$ cat src/rtl/serial_shift_out.sv
// serial_shift_out: shifts WIDTH-bit words out on an o_sdat/o_sclk pin pair at a
// programmable bit rate. A one-word holding buffer lets consecutive words run
// back to back without a gap.
// Optional feature macro: SERIAL_SHIFT_OUT_LATCH_EN adds a LATCH state that
// pulses o_latch for CLK_DIV cycles after each burst. Without it, o_latch is 0.
module serial_shift_out #(
    parameter int WIDTH     = 8,
    parameter int CLK_DIV   = 1,
    parameter bit MSB_FIRST = 1'b1
) (
    input  logic             i_clk,
    input  logic             i_rst_n,
    input  logic             i_valid,
    input  logic [WIDTH-1:0] i_data,
    output logic             o_ready,
    output logic             o_sdat,
    output logic             o_sclk,
    output logic             o_latch,
    output logic             o_busy
);

    localparam int HW = $clog2(CLK_DIV) + 1;
    localparam int BW = $clog2(WIDTH) + 1;
    localparam logic [HW-1:0] HALF_LAST = HW'(CLK_DIV - 1);
    localparam logic [BW-1:0] BIT_LAST  = BW'(WIDTH - 1);

`ifdef SERIAL_SHIFT_OUT_LATCH_EN
    typedef enum logic [1:0] {ST_IDLE, ST_SHIFT, ST_LATCH} state_t;
`else
    typedef enum logic [0:0] {ST_IDLE, ST_SHIFT} state_t;
`endif

    state_t           r_state;
    state_t           w_state_nxt;

    logic [WIDTH-1:0] r_shift;
    logic [WIDTH-1:0] r_buf;
    logic             r_full;
    logic [HW-1:0]    r_half_cnt;
    logic [BW-1:0]    r_bit_cnt;
    logic             r_sdat;
    logic             r_sclk;

    logic [WIDTH-1:0] w_shift_nxt;
    logic [WIDTH-1:0] w_buf_nxt;
    logic             w_full_nxt;
    logic [HW-1:0]    w_half_nxt;
    logic [BW-1:0]    w_bit_nxt;
    logic             w_sdat_nxt;
    logic             w_sclk_nxt;
    logic [WIDTH-1:0] w_advanced;
    logic [WIDTH-1:0] w_chain_word;

    logic             w_accept;
    logic             w_half_last;
    logic             w_bit_last;
    logic             w_word_end;
    logic             w_chain;

`ifdef SERIAL_SHIFT_OUT_LATCH_EN
    logic             r_latch;
    logic             w_latch_nxt;
`endif

    function automatic logic first_bit(input logic [WIDTH-1:0] v);
        return MSB_FIRST ? v[WIDTH-1] : v[0];
    endfunction

    function automatic logic [WIDTH-1:0] advance(input logic [WIDTH-1:0] v);
        return MSB_FIRST ? {v[WIDTH-2:0], 1'b0} : {1'b0, v[WIDTH-1:1]};
    endfunction

    assign w_accept     = i_valid & ~r_full;
    assign w_half_last  = (r_half_cnt == HALF_LAST);
    assign w_bit_last   = (r_bit_cnt == BIT_LAST);
    assign w_word_end   = (r_state == ST_SHIFT) & r_sclk & w_half_last & w_bit_last;
    // A word offered in the final cycle of a word is chained as if it were buffered.
    assign w_chain      = r_full | w_accept;
    assign w_advanced   = advance(r_shift);
    assign w_chain_word = r_full ? r_buf : i_data;

    assign o_ready = ~r_full;
    assign o_busy  = (r_state != ST_IDLE);
    assign o_sdat  = r_sdat;
    assign o_sclk  = r_sclk;
`ifdef SERIAL_SHIFT_OUT_LATCH_EN
    assign o_latch = r_latch;
`else
    assign o_latch = 1'b0;
`endif

    // State register.
    always_ff @(posedge i_clk or negedge i_rst_n) begin
        if (!i_rst_n) begin
            r_state <= ST_IDLE;
        end else begin
            r_state <= w_state_nxt;
        end
    end

    // Next-state decode.
    always_comb begin
        w_state_nxt = r_state;
        case (r_state)
            ST_IDLE: begin
                if (w_accept) begin
                    w_state_nxt = ST_SHIFT;
                end
            end
            ST_SHIFT: begin
                if (w_word_end && !w_chain) begin
`ifdef SERIAL_SHIFT_OUT_LATCH_EN
                    w_state_nxt = ST_LATCH;
`else
                    w_state_nxt = ST_IDLE;
`endif
                end
            end
`ifdef SERIAL_SHIFT_OUT_LATCH_EN
            ST_LATCH: begin
                if (w_half_last) begin
                    w_state_nxt = ST_IDLE;
                end
            end
`endif
            default: w_state_nxt = ST_IDLE;
        endcase
    end

    // Next values of the datapath and the registered pin outputs.
    always_comb begin
        w_shift_nxt = r_shift;
        w_buf_nxt   = r_buf;
        w_full_nxt  = r_full;
        w_half_nxt  = r_half_cnt;
        w_bit_nxt   = r_bit_cnt;
        w_sdat_nxt  = r_sdat;
        w_sclk_nxt  = r_sclk;
`ifdef SERIAL_SHIFT_OUT_LATCH_EN
        w_latch_nxt = r_latch;
`endif
        case (r_state)
            ST_IDLE: begin
                w_sdat_nxt = 1'b0;
                w_sclk_nxt = 1'b0;
                w_half_nxt = '0;
                w_bit_nxt  = '0;
                if (w_accept) begin
                    w_shift_nxt = i_data;
                    w_sdat_nxt  = first_bit(i_data);
                end
            end
            ST_SHIFT: begin
                if (w_accept && !w_word_end) begin
                    w_buf_nxt  = i_data;
                    w_full_nxt = 1'b1;
                end
                if (!w_half_last) begin
                    w_half_nxt = r_half_cnt + HW'(1);
                end else begin
                    w_half_nxt = '0;
                    if (!r_sclk) begin
                        w_sclk_nxt = 1'b1;
                    end else if (!w_bit_last) begin
                        w_sclk_nxt  = 1'b0;
                        w_shift_nxt = w_advanced;
                        w_sdat_nxt  = first_bit(w_advanced);
                        w_bit_nxt   = r_bit_cnt + BW'(1);
                    end else if (w_chain) begin
                        w_sclk_nxt  = 1'b0;
                        w_shift_nxt = w_chain_word;
                        w_sdat_nxt  = first_bit(w_chain_word);
                        w_bit_nxt   = '0;
                        w_full_nxt  = 1'b0;
                    end else begin
                        w_sclk_nxt = 1'b0;
                        w_sdat_nxt = 1'b0;
                        w_bit_nxt  = '0;
`ifdef SERIAL_SHIFT_OUT_LATCH_EN
                        w_latch_nxt = 1'b1;
`endif
                    end
                end
            end
`ifdef SERIAL_SHIFT_OUT_LATCH_EN
            ST_LATCH: begin
                if (w_half_last) begin
                    w_half_nxt  = '0;
                    w_latch_nxt = 1'b0;
                end else begin
                    w_half_nxt = r_half_cnt + HW'(1);
                end
            end
`endif
            default: begin
                w_sdat_nxt = 1'b0;
                w_sclk_nxt = 1'b0;
            end
        endcase
    end

    // Datapath and pin registers; reset discards in-flight and buffered words.
    always_ff @(posedge i_clk or negedge i_rst_n) begin
        if (!i_rst_n) begin
            r_shift    <= '0;
            r_buf      <= '0;
            r_full     <= 1'b0;
            r_half_cnt <= '0;
            r_bit_cnt  <= '0;
            r_sdat     <= 1'b0;
            r_sclk     <= 1'b0;
`ifdef SERIAL_SHIFT_OUT_LATCH_EN
            r_latch    <= 1'b0;
`endif
        end else begin
            r_shift    <= w_shift_nxt;
            r_buf      <= w_buf_nxt;
            r_full     <= w_full_nxt;
            r_half_cnt <= w_half_nxt;
            r_bit_cnt  <= w_bit_nxt;
            r_sdat     <= w_sdat_nxt;
            r_sclk     <= w_sclk_nxt;
`ifdef SERIAL_SHIFT_OUT_LATCH_EN
            r_latch    <= w_latch_nxt;
`endif
        end
    end

endmodule

$ cat config.mk
export PLATFORM = sky130hd
export DESIGN_NAME = serial_shift_out
export DESIGN_NICKNAME = d
export VERILOG_FILES = /design/src/rtl/serial_shift_out.sv
export SDC_FILE = /design/constraint.sdc
export NUM_CORES = 1
export LEC_CHECK = 0
export ABC_CLOCK_PERIOD_IN_PS = 4000
export CAP_MARGIN = 40
export CORE_AREA = 2 2 47 71
export CTS_CLUSTER_SIZE = 24
export DETAILED_ROUTE_END_ITERATION = 8
export DIE_AREA = 0 0 49 73
export PLACE_DENSITY_LB_ADDON = 0.25
export SYNTH_ARGS = -nofsm -noshare
export SYNTH_HDL_FRONTEND = slang
export SYNTH_SLANG_ARGS = --single-unit
$ cat constraint.sdc
create_clock -name i_clk -period 4 [get_ports i_clk]
set_clock_uncertainty 0.1 [all_clocks]
set_input_delay 0.8 -clock i_clk [delete_from_list [all_inputs] [get_ports i_clk]]
set_output_delay 0.8 -clock i_clk [all_outputs]
set_load 0.02 [all_outputs]
==> impl_metrics.py, run 1 <==
metrics = {
    "clock_tree": {
        "hold_buffers": 0,
        "postCtsSetupRepairBufs": 0,
        "cts-root-buf": "clkbuf_8",
        "clk_latency_ns": 0.26,
        "ctsResizeCount": 0,
        "tritoncts": "built",
        "clk_path_buf_depth": 2,
        "h-tree-depth": 1,
        "cts_buffers": 3,
        "numClockSinks": 23,
        "clkTransAtPathRegs_ns": 0.08,
    },
    "synth": {
        "synth_seq_cells": 23,
        "synth_top_area_cell": "dfrtp_1",
        "synthCells": 113,
        "synth.most_common_cell": "dfrtp_1",
        "ys_warn_count": 0,
        "synth_area_leaders": "dfrtp_1, mux2_2, nand2_1",
        "synth-edff-count": 0,
        "seq_area_frac_synth_pct": 49.7,
        "ys.flop_type": "dfrtp_1",
        "avgSynthCellArea_um2": 10.2,
        "synth_common_cells": "dfrtp_1, nand2_1, a31oi_1, mux2_2",
        "syn_nets": 125,
        "yosys.area.top_type_share_pct": 49.7,
        "synth_cell_types": 30,
        "syn-cell-area_um2": 1160,
        "synthArstFlopShare_pct": 100,
    },
    "worst_hold_path": {
        "hold_path_class": "flop to flop",
    },
    "worst_setup_path": {
        "cpPeakStageDelay_ns": 0.73,
        "path_class": "flop to output port",
        "crit_arrival_ns": 1.71,
        "critPathCaptureType": "output port",
        "start_kind": "flop",
        "critPathSlowestCell": "dfrtp_1",
        "worstPathRequired_ns": 3.10,
        "crit_fanout": 21,
        "path_buf_inv": 1,
        "cp_top_family": "flip-flops",
        "crit_path_cell_trace": "clkdlybuf4s50_1",
    },
    "detailed_routing": {
        "drc": 0,
        "drtIter0Drc": 22,
        "route.antenna.remaining_nets": 0,
        "first_pass_iters": 4,
        "routed_via_density": 5.12,
        "wirelength_mm": 2.31,
        "detail_route.wl_per_cell_um": 14.0,
        "vias": 845,
    },
    "layout": {
        "syn_to_final_growth_pct": 19.8,
        "antenna_cells": 0,
        "post-route-util_pct": 45.7,
        "instances_no_fill": 165,
        "fin_area_um2": 1390,
        "drive_gt1_share_pct": 13.6,
        "final_nets": 138,
    },
    "timing": {
        "finalSetupViolCount": 0,
        "rsz0062_at_grt": "false",
        "finalHoldViolations": 0,
        "fmax_mhz": 383,
        "slew_viol_final": 0,
        "period_share_pct": 65.4,
        "min_period_ns": 2.61,
        "fin_tns_setup_ns": 0,
        "worst_slack_ns": 1.39,
        "worst_slew_pin_slew_ns": 0.597,
        "timing.hold.ws_ns": 0.407,
        "slew_headroom_pct": 60.2,
    },
    "global_routing": {
        "grt_pass1_vias": 854,
        "grt_use_total_pct": 15.1,
        "grt_remaining_overflow": 0,
        "antenna_found_initial": 0,
        "grt_pass1_wl_mm": 4.10,
        "grt_max_degree": 22,
    },
    "power": {
        "p_comb_share_pct": 13.7,
        "clockPowerShare_pct": 29.9,
        "switchingPower_uw": 114,
        "switching_share_pct": 23.8,
        "p_leak_nw": 0.604,
        "p_int_uw": 365,
        "cellPowerDensity_nw_per_um2": 345,
        "vdd_drop_max_mv": 0.250,
        "power_uw": 479,
        "seqPwrFrac_pct": 56.4,
    },
    "placement": {
        "port-buffer-count": 14,
        "dp.cells": 161,
        "placed_cell_area_um2": 1340,
        "gp_congestion": 0.762,
        "dp_worst_setup_slack_ns": 1.48,
        "hpwl_mm": 1.68,
    },
    "floorplanning": {
        "ios": 16,
        "die_x_um": 49,
        "die_h_um": 73,
        "core_um2": 3030,
        "rows": 25,
        "start_util_pct": 38.1,
        "fp.dieArea_um2": 3580,
    },
    "run": {
        "drv_cap": 0,
    },
    "run_status": {
        "outcome": "completed",
    },
}
worst paths after layout:
path	from	to	slack, ns	depth (start not counted)
worst max register to register	o_busy	r_buf[4]	1.94	3
max in group asynchronous	i_rst_n	r_bit_cnt[1]	2.65	2
worst min-delay path	r_buf[3]	r_buf[3]	0.41	1
min in group asynchronous	i_rst_n	r_shift[1]	0.73	1
worst max-delay path	o_busy	o_busy	1.39	1
worst min register to register	r_buf[3]	r_buf[3]	0.41	1
flip-flops by register name (all words and copies together) (netlist names):
| register | flops |
|---|---|
| r_buf | 8 |
| r_shift | 7 |
| r_bit_cnt | 4 |
| o_busy | 1 |
| o_sclk | 1 |
| o_sdat | 1 |
| r_full | 1 |
metal layers:
layer	track usage (%)	routed length, um	up-vias
li1	-	-	419
met2	25.3	1160	12
met1	19.3	1040	410
met5	0	0	-
met4	5.71	36	0
met3	3.07	68	4
final cells by class:
class	instances	area, um^2
Fill cell	302	1650
Sequential cell	23	576
Multi-Input combinational cell	81	539
Timing Repair Buffer	15	168
Tap cell	40	50.0
Clock buffer	3	41.3
Inverter	2	7.51
Clock inverter	1	5.00
placed cells by master, fill, tap and decap left out, types with 3 or more instances in the layout:
master / count
nor2_1: 7
a31oi_1: 8
mux2_2: 8
and3_1: 5
clkbuf_8: 3
nand2b_1: 4
nand2_1: 14
and2_1: 6
o21ai_0: 7
dfrtp_1: 23
clkdlybuf4s50_1: 14
power groups by stage:
stage / logic (mW) / registers, mW / clock network, mW
after floorplan: 0.0377 / 0.272 / 0
after global placement: 0.0617 / 0.274 / 0
after detailed placement: 0.0666 / 0.275 / 0
after CTS: 0.0671 / 0.270 / 0.150
after global routing: 0.0740 / 0.273 / 0.160
final: 0.0656 / 0.270 / 0.143
cell families after synthesis:
group           count (synthesis)  share of synthesized area [%]
compound gates                 22                           13.5
xor+xnor                        1                          0.757
fa+ha+maj                       1                           1.08
buf+inv                         9                           3.68
flops                          23                           49.7
mux                            10                           9.51
other cells                     1                          0.324
simple gates                   46                           21.4
Note: power is estimated with default switching activity, not from simulation.
==> inputs of run 2 (changes only) <==
--- a/config.mk
+++ b/config.mk
@@ -5,7 +5,7 @@
 export SDC_FILE = /design/constraint.sdc
 export NUM_CORES = 1
 export LEC_CHECK = 0
-export ABC_CLOCK_PERIOD_IN_PS = 4000
+export ABC_CLOCK_PERIOD_IN_PS = 2280
 export CAP_MARGIN = 40
 export CORE_AREA = 2 2 47 71
 export CTS_CLUSTER_SIZE = 24
==> constraint.sdc (replaced) <==
create_clock -name i_clk -period 2.28 [get_ports i_clk]
set_clock_uncertainty 0.1 [all_clocks]
set_input_delay 0.456 -clock i_clk [delete_from_list [all_inputs] [get_ports i_clk]]
set_output_delay 0.456 -clock i_clk [all_outputs]
set_load 0.02 [all_outputs]
==> run 2 against run 1 <==
Compared with the run above: die area did not move; register-to-register slack worse by 1.7 ns; wire length rose by 0.17%; critical path type is now flop to flop; clock-buffer cell count grew 1.
==> impl_metrics.py, run 2 (synthesized netlist as in run 1, its figures left out) <==
metrics = {
    "timing": {
        "slew_viol_final": 0,
        "fmax_mhz": 498,
        "rsz0062_at_grt": "false",
        "min_period_ns": 2.01,
        "period_share_pct": 88.1,
        "timing.hold.ws_ns": 0.411,
        "worst_slack_ns": 0.271,
        "finalSetupViolCount": 0,
        "fin_tns_setup_ns": 0,
        "finalHoldViolations": 0,
    },
    "clock_tree": {
        "ctsResizeCount": 0,
        "hold_buffers": 0,
        "cts_buffers": 3,
        "tritoncts": "built",
        "h-tree-depth": 1,
        "clk_path_buf_depth": 2,
        "clkTransAtPathRegs_ns": 0.08,
        "cts-root-buf": "clkbuf_8",
        "postCtsSetupRepairBufs": 0,
        "clk_latency_ns": 0.26,
        "numClockSinks": 23,
    },
    "worst_setup_path": {
        "start_kind": "flop",
        "path_class": "flop to flop",
        "critPathCaptureType": "flop",
        "cpPeakStageDelay_ns": 0.47,
        "worstPathRequired_ns": 2.33,
        "path_buf_inv": 0,
        "critPathSlowestCell": "a211oi_4",
        "crit_path_cell_trace": "ha_1, and3b_4, a211oi_4, mux2_2",
        "crit_arrival_ns": 2.06,
        "crit_fanout": 12,
        "cp_top_family": "compound AO/OA/AOI/OAI gates",
    },
    "global_routing": {
        "antenna_found_initial": 0,
        "grt_max_degree": 24,
        "grt_pass1_wl_mm": 3.88,
        "grt_pass1_vias": 864,
        "grt_remaining_overflow": 0,
        "grt_use_total_pct": 14.4,
    },
    "floorplanning": {
        "rows": 25,
        "ios": 16,
        "die_h_um": 73,
        "die_x_um": 49,
        "start_util_pct": 38.1,
        "fp.dieArea_um2": 3580,
        "core_um2": 3030,
    },
    "detailed_routing": {
        "drtIter0Drc": 17,
        "detail_route.wl_per_cell_um": 13.8,
        "routed_via_density": 5.11,
        "wirelength_mm": 2.31,
        "route.antenna.remaining_nets": 0,
        "vias": 858,
        "drc": 0,
        "first_pass_iters": 4,
    },
    "power": {
        "p_int_uw": 640,
        "switchingPower_uw": 194,
        "p_leak_nw": 0.606,
        "vdd_drop_max_mv": 0.510,
        "cellPowerDensity_nw_per_um2": 601,
        "clockPowerShare_pct": 29.7,
        "p_comb_share_pct": 13.9,
        "seqPwrFrac_pct": 56.3,
        "switching_share_pct": 23.3,
    },
    "layout": {
        "largest_reg_flops": 8,
        "fillCellCount": 309,
        "drive_gt1_share_pct": 14.8,
        "final_cell_mix": "dfrtp_1, nand2_1, clkdlybuf4s50_1",
        "regArea_um2": 576,
        "largest-register": "r_buf",
        "syn_to_final_growth_pct": 19.9,
        "final_nets": 141,
        "post-route-util_pct": 45.7,
        "antenna_cells": 0,
        "fin_area_um2": 1390,
        "final_common_cell": "dfrtp_1",
        "top_regs": "r_buf: 8 flops, r_shift: 7 flops, r_bit_cnt: 4 flops",
        "multi_input_area_um2": 539,
    },
    "placement": {
        "hpwl_mm": 1.65,
        "placed_cell_area_um2": 1340,
        "gp_congestion": 0.765,
        "port-buffer-count": 14,
        "dp_worst_setup_slack_ns": 0.148,
    },
    "run_status": {
        "outcome": "completed",
    },
    "run": {
        "drv_cap": 0,
    },
    "worst_hold_path": {
        "hold_path_class": "flop to flop",
    },
}
==> run 2: cell type report <==
| class | count | area share (%) |
|---|---|---|
| Sequential cell | 23 | 41.5 |
| Multi-Input combinational cell | 81 | 38.9 |
| Timing Repair Buffer | 18 | 12.3 |
| Tap cell | 40 | 3.61 |
| Clock buffer | 4 | 3.25 |
| Inverter | 2 | 0.541 |
==> run 2: worst paths after layout <==
path | from | to | slack, ns | depth (start not counted)
min in group asynchronous | i_rst_n | r_shift[2] | 0.44 | 2
min reg2reg | r_buf[5] | r_buf[5] | 0.41 | 1
max | r_bit_cnt[0] | r_buf[5] | 0.27 | 4
max reg2reg | r_bit_cnt[0] | r_buf[5] | 0.27 | 4
max in group asynchronous | i_rst_n | r_bit_cnt[0] | 1.40 | 2
min | r_buf[5] | r_buf[5] | 0.41 | 1
==> run 2: power by group through the flow <==
stage	sequential, mW	clock [mW]	combinational, mW
CTS	0.470	0.258	0.119
global route	0.476	0.276	0.129
detailed placement	0.479	0	0.118
floorplan	0.476	0	0.0661
global placement	0.477	0	0.115
finish	0.470	0.248	0.116
==> run 2: routing by layer <==
metal  vias up  track usage [%]  routed length (um)  part of all wire [%]
met5         -                0                   0                     0
met4         0             8.89                  46                   2.0
met3         4             2.25                  47                   2.0
met2        11             23.6                1170                    50
met1       422             17.8                1050                    46
li1        421                -                   -                     -
==> run 2: stage by stage <==
step / std cells / power, mW
global route: 168 / 0.882
finish: 168 / 0.835
global placement: 164 / 0.592
CTS: 168 / 0.847
floorplan: 113 / 0.542
detailed placement: 164 / 0.597
==> inputs of run 3 (changes only) <==
--- a/config.mk
+++ b/config.mk
@@ -5,12 +5,13 @@
 export SDC_FILE = /design/constraint.sdc
 export NUM_CORES = 1
 export LEC_CHECK = 0
-export ABC_CLOCK_PERIOD_IN_PS = 2280
+export ABC_AREA = 1
+export ABC_CLOCK_PERIOD_IN_PS = 2020
 export CAP_MARGIN = 40
-export CORE_AREA = 2 2 47 71
+export CORE_AREA = 2 2 52 78
 export CTS_CLUSTER_SIZE = 24
 export DETAILED_ROUTE_END_ITERATION = 8
-export DIE_AREA = 0 0 49 73
+export DIE_AREA = 0 0 54 80
 export PLACE_DENSITY_LB_ADDON = 0.25
 export SYNTH_ARGS = -nofsm -noshare
 export SYNTH_HDL_FRONTEND = slang
==> constraint.sdc (replaced) <==
create_clock -name i_clk -period 2.02 [get_ports i_clk]
set_clock_uncertainty 0.1 [all_clocks]
set_input_delay 0.404 -clock i_clk [delete_from_list [all_inputs] [get_ports i_clk]]
set_output_delay 0.404 -clock i_clk [all_outputs]
set_load 0.02 [all_outputs]
==> run 3 against run 2 <==
Compared with the run above: utilization shrank 1.8 points; flip-flop and latch count is the same; via count grew 29%; clock power grew 16%; clock-buffer cell count is the same; cell area grew 16%; critical path type is now flop to output port; largest cell class is now multi-input gates.
==> impl_metrics.py, run 3 <==
metrics = {
    "detailed_routing": {
        "detail_route.wl_per_cell_um": 11.2,
        "drc": 0,
        "vias": 1106,
        "first_pass_iters": 3,
        "wirelength_mm": 2.74,
        "route.antenna.remaining_nets": 0,
        "routed_via_density": 4.51,
        "drtIter0Drc": 22,
    },
    "timing": {
        "min_period_ns": 1.95,
        "worst_slack_ns": 0.0740,
        "rsz0062_at_grt": "false",
        "fin_tns_setup_ns": 0,
        "finalHoldViolations": 0,
        "slew_viol_final": 0,
        "fmax_mhz": 514,
        "finalSetupViolCount": 0,
        "period_share_pct": 96.3,
        "timing.hold.ws_ns": 0.385,
    },
    "power": {
        "p_leak_nw": 0.845,
        "vdd_drop_max_mv": 0.599,
        "cellPowerDensity_nw_per_um2": 1410,
    },
    "placement": {
        "hpwl_mm": 2.08,
        "dp.cells": 241,
        "gp_congestion": 0.750,
        "dp_worst_setup_slack_ns": 0.189,
        "port-buffer-count": 14,
    },
    "synth": {
        "synth_seq_cells": 23,
        "seq_area_frac_synth_pct": 41.4,
        "synth_cell_types": 28,
        "syn-cell-area_um2": 1390,
        "synth_top_area_cell": "dfrtp_1",
        "synth_common_cells": "nand2_1, nor2_1, dfrtp_1",
        "ys_warn_count": 0,
        "syn_nets": 197,
        "synthArstFlopShare_pct": 100,
        "synth_area_leaders": "dfrtp_1, nand2_1, nor2_1",
        "synthCells": 185,
        "yosys.area.top_type_share_pct": 41.4,
        "avgSynthCellArea_um2": 7.51,
        "ys.flop_type": "dfrtp_1",
        "synth-edff-count": 0,
        "synth.most_common_cell": "nand2_1",
    },
    "clock_tree": {
        "clkTransAtPathRegs_ns": 0.08,
        "h-tree-depth": 1,
        "clk_latency_ns": 0.27,
        "tritoncts": "built",
        "cts_buffers": 3,
        "clk_path_buf_depth": 2,
        "hold_buffers": 0,
        "postCtsSetupRepairBufs": 0,
        "cts-root-buf": "clkbuf_8",
        "numClockSinks": 23,
        "ctsResizeCount": 0,
    },
    "worst_setup_path": {
        "path_buf_inv": 2,
        "cp_top_family": "buffers and inverters",
        "worstPathRequired_ns": 1.52,
        "crit_fanout": 9,
        "cpPeakStageDelay_ns": 0.60,
        "start_kind": "flop",
        "path_class": "flop to output port",
        "critPathSlowestCell": "clkdlybuf4s50_1",
        "critPathCaptureType": "output port",
        "crit_path_cell_trace": "inv_2, clkdlybuf4s50_1",
        "crit_arrival_ns": 1.44,
    },
    "floorplanning": {
        "die_h_um": 80,
        "ios": 16,
        "start_util_pct": 38.1,
        "fp.dieArea_um2": 4320,
        "core_um2": 3650,
        "die_x_um": 54,
        "rows": 27,
    },
    "run": {
        "drv_cap": 0,
    },
    "layout": {
        "drive_gt1_share_pct": 16.3,
        "final_cell_mix": "nand2_1, nor2_1, dfrtp_1",
        "final_common_cell": "nand2_1",
        "largest_reg_flops": 8,
        "final_nets": 215,
        "antenna_cells": 0,
        "instances_no_fill": 245,
        "syn_to_final_growth_pct": 15.4,
        "top_regs": "r_buf: 8 flops, r_shift: 7 flops, r_bit_cnt: 4 flops",
        "largest-register": "r_buf",
        "post-route-util_pct": 44.0,
    },
    "global_routing": {
        "grt_use_total_pct": 15.4,
        "grt_pass1_vias": 1105,
        "grt_max_degree": 24,
        "grt_remaining_overflow": 0,
        "grt_pass1_wl_mm": 4.93,
        "antenna_found_initial": 0,
    },
    "worst_hold_path": {
        "hold_path_class": "flop to flop",
    },
    "run_status": {
        "outcome": "completed",
    },
}
[run 3: final timing paths]
check                         start         end  slack [ns]  depth (start not counted)
hold reg to reg            r_buf[0]    r_buf[0]        0.38                          2
hold / removal             r_buf[0]    r_buf[0]        0.38                          2
setup / recovery             r_full     o_ready        0.07                          2
setup reg to reg             r_full    r_buf[2]        0.36                          6
max in group asynchronous   i_rst_n  r_shift[5]        1.20                          2
min in group asynchronous   i_rst_n      r_full        0.39                          2
[run 3: per-layer routing]
metal	global-route usage, %	routed length, um
met5	0	0
met4	8.75	62
met3	1.12	27
met2	25.5	1430
met1	19.0	1220
[run 3: worst min-delay path: cells and delay by family, from the launching register on]
kind	cells	cell delay (ns)
AND/OR/NAND/NOR	1	0.06
AO/OA/AOI/OAI	1	0.05
flip-flops	1	0.35
[run 3: logic make-up (layout without fill, tap and decap cells)]
| group | after synthesis | after routing | share of synthesized area, % |
|---|---|---|---|
| flops | 23 | 23 | 41.4 |
| fa+ha+maj | 1 | 1 | 0.900 |
| xor+xnor | 1 | 1 | 0.630 |
| other cells | 1 | 1 | 0.270 |
| simple gates | 113 | 113 | 36.5 |
| compound gates | 17 | 17 | 9.45 |
| buf+inv | 29 | 46 | 10.9 |
[run 3: through the flow]
step / power (mW) / cell area [um^2]
2_1_floorplan: 1.75 / 1390
3_3_place_gp: 1.98 / 1560
3_5_place_dp: 2.00 / 1560
4_1_cts: 2.30 / 1600
5_1_grt: 2.51 / 1600
6_report: 2.26 / 1600
[run 3: final cells by class]
cell class	count	area, um^2
multi-input combinational	133	663
clock buffer	4	45.0
inverter	23	88.8
timing repair buffer	19	178
tap	43	53.8
fill	399	2040
sequential	23	576
[run 3: power by group]
part	switching (mW)	internal, mW
Combinational	0.658	0.482
Clock	0.147	0.141
Sequential	0.157	0.679
Total	0.962	1.30
